--- config.mk ---
export PLATFORM = sky130hd
export DESIGN_NAME = dna_mem_loader
export DESIGN_NICKNAME = d
export VERILOG_FILES = /design/src/rtl/dna_mem_loader.sv
export SDC_FILE = /design/constraint.sdc
export NUM_CORES = 1
export LEC_CHECK = 0
export CAP_MARGIN = 20
export CORE_UTILIZATION = 30
export CTS_BUF_LIST = sky130_fd_sc_hd__clkbuf_16
export CTS_CLUSTER_DIAMETER = 30
export DETAILED_ROUTE_END_ITERATION = 7
export PLACE_DENSITY_LB_ADDON = 0.12
export SYNTH_ARGS = -nofsm -noshare
export SYNTH_HDL_FRONTEND = slang
export SYNTH_SLANG_ARGS = --single-unit
--- constraint.sdc ---
create_clock -name clk -period 3.4 [get_ports clk]
set_clock_uncertainty 0.2 [all_clocks]
set_input_delay 0.34 -clock clk [delete_from_list [all_inputs] [get_ports clk]]
set_output_delay 0.34 -clock clk [all_outputs]
set_load 0.1 [all_outputs]
--- src/rtl/dna_mem_loader.sv ---
// Load sequencer: streams read/ref words into their memories, then
// zero-clears every matrix bank and pulses done.
module dna_mem_loader #(
    parameter int MEM_SIZE   = 512,
    parameter int ADDR_WIDTH = 32,
    parameter int DATA_WIDTH = 32,
    parameter int LEN_W      = 8,
    parameter int N_MATRIX   = 16
) (
    input  logic                  clk,
    input  logic                  rst_n,
    input  logic                  start,
    input  logic [LEN_W-1:0]      read_len,
    input  logic [LEN_W-1:0]      ref_len,
    input  logic                  s_valid,
    input  logic [DATA_WIDTH-1:0] s_data,
    output logic                  s_ready,
    output logic                  we_read,
    output logic [ADDR_WIDTH-1:0] addw_read,
    output logic [DATA_WIDTH-1:0] din_read,
    output logic                  we_ref,
    output logic [ADDR_WIDTH-1:0] addw_ref,
    output logic [DATA_WIDTH-1:0] din_ref,
    output logic [N_MATRIX-1:0]   we_matrix,
    output logic [ADDR_WIDTH-1:0] addw_matrix,
    output logic [DATA_WIDTH-1:0] din_matrix,
    output logic                  busy,
    output logic                  done,
    output logic                  error
);

    localparam logic [LEN_W-1:0] DEPTH = LEN_W'(MEM_SIZE / 4);

    typedef enum logic [2:0] {
        IDLE,
        LOAD_READ,
        LOAD_REF,
        CLEAR,
        FINISH
    } state_t;

    state_t state, next_state;

    logic [LEN_W-1:0] cnt, cnt_n;
    logic [LEN_W-1:0] rlen, rlen_n;
    logic [LEN_W-1:0] flen, flen_n;

    logic                  s_ready_d;
    logic                  we_read_d;
    logic [ADDR_WIDTH-1:0] addw_read_d;
    logic [DATA_WIDTH-1:0] din_read_d;
    logic                  we_ref_d;
    logic [ADDR_WIDTH-1:0] addw_ref_d;
    logic [DATA_WIDTH-1:0] din_ref_d;
    logic [N_MATRIX-1:0]   we_matrix_d;
    logic [ADDR_WIDTH-1:0] addw_matrix_d;
    logic                  busy_d;
    logic                  done_d;
    logic                  error_d;
    logic                  hs;
    logic [ADDR_WIDTH-1:0] cnt_addr;

    assign hs       = s_valid & s_ready;
    assign cnt_addr = ADDR_WIDTH'({cnt, 2'b00});

    always_comb begin
        next_state    = state;
        cnt_n         = cnt;
        rlen_n        = rlen;
        flen_n        = flen;
        we_read_d     = 1'b0;
        addw_read_d   = addw_read;
        din_read_d    = din_read;
        we_ref_d      = 1'b0;
        addw_ref_d    = addw_ref;
        din_ref_d     = din_ref;
        we_matrix_d   = '0;
        addw_matrix_d = addw_matrix;
        done_d        = 1'b0;
        error_d       = 1'b0;
        unique case (state)
            IDLE: begin
                if (start) begin
                    if (read_len > DEPTH || ref_len > DEPTH) begin
                        error_d = 1'b1;
                    end else begin
                        rlen_n     = read_len;
                        flen_n     = ref_len;
                        cnt_n      = '0;
                        next_state = LOAD_READ;
                    end
                end
            end
            LOAD_READ: begin
                if (rlen == '0) begin
                    next_state = LOAD_REF;
                end else if (hs) begin
                    we_read_d   = 1'b1;
                    addw_read_d = cnt_addr;
                    din_read_d  = s_data;
                    if (cnt == rlen - 1'b1) begin
                        cnt_n      = '0;
                        next_state = LOAD_REF;
                    end else begin
                        cnt_n = cnt + 1'b1;
                    end
                end
            end
            LOAD_REF: begin
                if (flen == '0) begin
                    cnt_n      = '0;
                    next_state = CLEAR;
                end else if (hs) begin
                    we_ref_d   = 1'b1;
                    addw_ref_d = cnt_addr;
                    din_ref_d  = s_data;
                    if (cnt == flen - 1'b1) begin
                        cnt_n      = '0;
                        next_state = CLEAR;
                    end else begin
                        cnt_n = cnt + 1'b1;
                    end
                end
            end
            CLEAR: begin
                we_matrix_d   = '1;
                addw_matrix_d = cnt_addr;
                if (cnt == DEPTH - 1'b1) begin
                    cnt_n      = '0;
                    next_state = FINISH;
                end else begin
                    cnt_n = cnt + 1'b1;
                end
            end
            FINISH: begin
                done_d     = 1'b1;
                next_state = IDLE;
            end
            default: next_state = IDLE;
        endcase
        // ready follows the state being entered so there is no bubble
        s_ready_d = (next_state == LOAD_READ && rlen_n != '0) ||
                    (next_state == LOAD_REF  && flen_n != '0);
        busy_d    = (next_state != IDLE);
    end

    always_ff @(posedge clk or negedge rst_n) begin
        if (!rst_n) begin
            state       <= IDLE;
            cnt         <= '0;
            rlen        <= '0;
            flen        <= '0;
            s_ready     <= 1'b0;
            we_read     <= 1'b0;
            addw_read   <= '0;
            din_read    <= '0;
            we_ref      <= 1'b0;
            addw_ref    <= '0;
            din_ref     <= '0;
            we_matrix   <= '0;
            addw_matrix <= '0;
            din_matrix  <= '0;
            busy        <= 1'b0;
            done        <= 1'b0;
            error       <= 1'b0;
        end else begin
            state       <= next_state;
            cnt         <= cnt_n;
            rlen        <= rlen_n;
            flen        <= flen_n;
            s_ready     <= s_ready_d;
            we_read     <= we_read_d;
            addw_read   <= addw_read_d;
            din_read    <= din_read_d;
            we_ref      <= we_ref_d;
            addw_ref    <= addw_ref_d;
            din_ref     <= din_ref_d;
            we_matrix   <= we_matrix_d;
            addw_matrix <= addw_matrix_d;
            din_matrix  <= '0;
            busy        <= busy_d;
            done        <= done_d;
            error       <= error_d;
        end
    end

endmodule

Word-level counts from Yosys, hierarchy flattened
Cells that the tools add are included.
Operators by class
  order comparisons: 2
  multiply operators: 0
  div/mod/pow operators: 0
  shift operators: 0
  eq/ne operators: 14
  bitwise logic cells: 3
  add/sub/neg operators: 3
  muxes and demuxes: 36
  reduce and logical (&&, ||, !) cells: 14
Operator list (number)
  2-to-1 mux 8 bit: 15
  case mux 8 bit (4 select lines): 1
  2-to-1 mux 3 bit: 9
  equality test 8 bit: 2
  greater-than comparator 8 bit, second input constant: 2
  zero test 8 bit: 2
  2-to-1 mux 16 bit: 1
  nonzero test 8 bit: 2
  subtractor 8 x 1 -> 8 bit, second input constant: 2
  case mux 3 bit (4 select lines): 1
  equality test 3 x 2 -> 1 bit, second input constant: 3
  2-to-1 mux 1 bit: 9
  adder 8 x 1 -> 8 bit, second input constant: 1
  equality test 8 x 7 -> 1 bit, second input constant: 1
  != test 2 bit, second input constant: 4
  equality test 3 x 1 -> 1 bit, second input constant: 2
  AND reduction 3 bit: 2
  AND reduction 6 bit: 1
  nonzero test 4 bit: 1
  equality test 3 bit, second input constant: 1
  zero test 3 bit: 1
  != test 3 bit, second input constant: 1
  nonzero test 3 bit: 1
  logical AND 1 bit: 2
  3 further kinds: 5
Storage, ports and cells
  register bits after elaboration: 137
  bits in read-only memories: 0
  memories kept: 0
  bits in writable memories: 0
  bits in latches: 0
  input bits: 52

Logic depth before layout (Yosys ltp)
  word-level depth: 9
  mapped depth: 10

Worst setup path after synthesis
No wires, ideal clock.
  kind: register to register
  from: register s_ready
  to: register cnt[0]
  buffers on the path: 0
  arrival: 2.512 ns
  required time: 3.135 ns
  clock period less this slack: 2.778 ns
  setup slack: 0.622 ns
  cell stages (with the launch flop): 8
  path through: dfrtp_1 nand2_1 nor3_1 nand4_1 a211o_1 a211o_1 o31ai_4 mux2_2
Between the ends
  longest elaborated chain between the ends: 3
  elaborated cells on any way between the ends: 4
  classes of those cells: 2 x eq/ne; 1 x bitwise; 1 x reduce/logical
Ends and longest elaborated chain
  start: declaration: RTL line 17  | output logic s_ready,
  start signal: assignment: RTL line 171  | s_ready <= s_ready_d;
  AND 1 bit *: RTL line 63  | assign hs = s_valid & s_ready;
  != test 3 bit (no source line) / != test 2 bit (equally long branches)
  AND reduction 6 bit (no source line) *
  end signal: assignment: RTL line 168  | cnt <= cnt_n;
  end: declaration: RTL line 44  | logic [LEN_W-1:0] cnt, cnt_n;
Every way passes the cells marked *; elsewhere a longest branch is shown, timed or not.
A chain may end at the register's enable or synchronous reset.

Worst setup path in the final report
  from: register flen[0]
  to: register cnt[5]
Between the ends
  longest elaborated chain between the ends: 6
  elaborated cells on any way between the ends: 9
  classes of those cells: 1 x add/sub; 2 x eq/ne; 4 x mux; 2 x reduce/logical
Ends and longest elaborated chain
  start: declaration: RTL line 46  | logic [LEN_W-1:0] flen, flen_n;
  start signal: assignment: RTL line 170  | flen <= flen_n;
  subtractor 8 x 1 -> 8 bit: RTL line 117  | if (cnt == flen - 1'b1) begin
  equality test 8 bit: RTL line 117
  2-to-1 mux 8 bit: RTL line 117
  2-to-1 mux 8 bit: RTL line 113  | end else if (hs) begin
  2-to-1 mux 8 bit: RTL line 110  | if (flen == '0) begin
  case mux 8 bit (4 select lines): RTL line 81  | unique case (state)
Several ways; a longest one is shown, not always the timed one. The select of a mux whose other input is x is not followed.

==> reports/results.ini <==
[clock_tree]
ctsHoldBuffers=1
cts_buffers=17
clk_latency_ns=0.42
clockBufferDepth=2
cts_setup_buffers=0
cts_tree=yes
cts_resized=0
cts.sinks=122
cts-root-buf=clkbuf_16
htree_levels=4
path_clk_slew_ns=0.06

[worst_setup_path]
path_max_fanout=8
cp.depth=9
cp_top_family=compound AO/OA/AOI/OAI gates
worstSetupEndpointType=flop
path_cells=inv_1, ha_1, nor3b_1, mux2i_1, a22oi_1, a2111oi_0, a211o_1, o31ai_4, a221o_1
critPathKind=reg -> reg
worstRegToRegCells=9
crit_arrival_ns=3.18
cp.required_ns=3.50
slowest_delay_ns=0.48
critPathLaunchType=flop
crit_path_end=cnt[5]$_DFFE_PN0P_
startpoint=flen[0]$_DFF_PN0_
timing.rr.end=cnt[5]$_DFFE_PN0P_
reg2reg_from=flen[0]$_DFF_PN0_
reg2reg_slack_ns=0.33
cp_slowest_cell=a2111oi_0
critPathBufInv=1

[synth]
synth_common_cells=122 x dfrtp_1, 119 x buf_4, 97 x mux2_2
synth_top_area_share_pct=48.4
yosysMostFrequentCell=dfrtp_1
synth_edf_count=0
synthArstFlopShare_pct=100
yosysSeqAreaShare_pct=48.4
synth_area_leaders=dfrtp_1 48%, mux2_2 17%, buf_4 14%, nand2_1 2.1%, xnor2_1 1.3%
yosysWarnings=0
synth-seq-cells=122
avgSynthCellArea_um2=11.6
synthDistinctLibCells=57
synthCells=545
synth_top_cell_by_area=dfrtp_1
synthesis.area_um2=6300
synth_top_flop_cell=dfrtp_1

[detailed_routing]
drt-initial-drc-count=144
num_vias=4244
totalWireLength_mm=15.4
vias_per_cell=4.33
wl_per_cell_um=15.7
postRouteAntennaNets=0
drc=0
drtPass1Iterations=5

[sta]
fmax_mhz=325
hold_slack_ns=0.270
period_minus_slack_ns=3.07
tns_ns=0
rsz0062_at_grt=no
period_share_pct=90.4
worstMarginPinSlew_ns=1.04
drv_slew=0
finalSetupViolations=0
slew_headroom_pct=30.7
fin_ws_ns=0.327
hold_viol=0

[cells_and_area]
nNetsFinal=754
syn_to_final_growth_pct=31.5
antenna_cells=0
fillers=1989
drive_above_1_share_pct=23.2

[pwr]
p_per_area_nw_per_um2=470
vdd_drop_max_v=0.000285
leakagePower_nw=4.00

[place]
dp_slack_ns=0.385
dp_hpwl_mm=10.8
gp_congestion=0.844
port_buffers=161

[flow_run]
drv_cap=0

[grt]
grt.total_usage_pct=14.7
gr-total-overflow=0
grt_max_degree=54
grt_pass1_vias=4402
grt_pass1_wl_mm=24.4
antenna_found_initial=0

[die]
die_x_um=147
die_h_um=147
num_io_pins=266
fp-row-count=52
die-area_um2=21600
initial_utilization_pct=30.9
coreArea_um2=20400

[run_status]
status=finished, final reports clean

[min_path]
holdPathStages=2
hp-class=reg -> reg

==> final cells by class <==
class	instances	area (um2)	area share (%)
flip-flops and latches	122	3050	36.8
clock buffers	17	425	5.13
well taps	270	338	4.07
multi-input cells	378	2640	31.8
clock inverters	15	153	1.84
inverters	8	30.0	0.362
repair buffers	170	1650	19.9
==> worst min path at each step <==
| stage | from | end |
|---|---|---|
| 2_1_floorplan | rst_n | addw_matrix[2]$_DFFE_PN0P_ |
| 3_3_place_gp | rst_n | rlen[2]$_DFF_PN0_ |
| 3_5_place_dp | rst_n | rlen[2]$_DFF_PN0_ |
| 4_1_cts | addw_matrix[4]$_DFFE_PN0P_ | addw_matrix[4]$_DFFE_PN0P_ |
| 5_1_grt | addw_matrix[6]$_DFFE_PN0P_ | addw_matrix[6]$_DFFE_PN0P_ |
| 6_report | addw_matrix[4]$_DFFE_PN0P_ | addw_matrix[4]$_DFFE_PN0P_ |
==> power breakdown <==
part / switching, mW / internal (mW) / total (mW)
registers: 0.00822 / 1.46 / 1.47
clock network: 0.750 / 1.03 / 1.78
logic: 0.573 / 0.0811 / 0.654
total: 1.33 / 2.57 / 3.90
==> state kept, by name, summed over array words and instances, names as in the netlist <==
name	cells
state	3
din_ref	32
addw_matrix	8
s_ready	1
error	1
we_matrix	1
addw_ref	8
we_read	1
flen	8
done	1
addw_read	8
rlen	8
busy	1
din_read	32
cnt	8
we_ref	1
==> per-stage QoR <==
| stage | cell area [um2] | total power [mW] | std cells | utilization, % |
|---|---|---|---|---|
| final | 8290 | 3.90 | 980 | 40.6 |
| after global routing | 8290 | 4.05 | 980 | 40.6 |
| after CTS | 8270 | 3.96 | 979 | 40.5 |
| after detailed placement | 7680 | 2.14 | 946 | 37.6 |
| after global placement | 7680 | 2.14 | 946 | 37.6 |
| after floorplan | 6690 | 2.12 | 648 | - |
==> cells in the final DEF (no fill, tap or decap), types with 3 or more instances in the layout <==
master | synthesis | routed
a21o_1 | 3 | 3
xnor2_1 | 9 | 9
buf_4 | 119 | 27
inv_1 | 7 | 7
conb_1 | 1 | 104
o21ai_0 | 5 | 5
clkbuf_16 | 0 | 17
nor4_1 | 5 | 5
nor2b_1 | 6 | 6
xor2_1 | 9 | 9
nor3_1 | 9 | 9
nor2_1 | 14 | 13
ha_1 | 5 | 5
nand2_1 | 35 | 35
or3_1 | 4 | 4
and2_1 | 5 | 4
inv_8 | 0 | 3
dfrtp_1 | 122 | 122
nand4_1 | 6 | 6
nand2b_1 | 8 | 8
inv_6 | 0 | 5
mux2_2 | 97 | 97
clkdlybuf4s50_1 | 0 | 140
a22o_1 | 3 | 3
clkinv_4 | 0 | 3
and3_1 | 5 | 5
nand3_1 | 4 | 4
a221o_1 | 3 | 3
==> per-layer routing <==
layer,routed length [um],track usage (%),up-vias
met5,0,0,-
met4,163,4.12,0
met3,1490,7.48,14
met2,7600,24.4,161
met1,6170,16.7,2111
li1,-,-,1958
==> worst reg2reg max path, cell delays in order (launching register included) <==
cell,delay (ns)
dfrtp_1,0.43
inv_1,0.11
ha_1,0.18
nor3b_1,0.44
mux2i_1,0.24
a22oi_1,0.12
a2111oi_0,0.48
a211o_1,0.27
o31ai_4,0.13
a221o_1,0.36
==> kinds of logic after synthesis <==
group                      synth area share, %
muxes                                     17.6
and+or+nand+nor                           9.03
DFF                                       48.4
adders and majority gates                0.992
other                                   0.0595
xor gates and xnor gates                  2.50
buffers and inverters                     16.0
AOI/OAI and AO/OA                         5.38
Note: power is estimated with default switching activity, not from simulation.
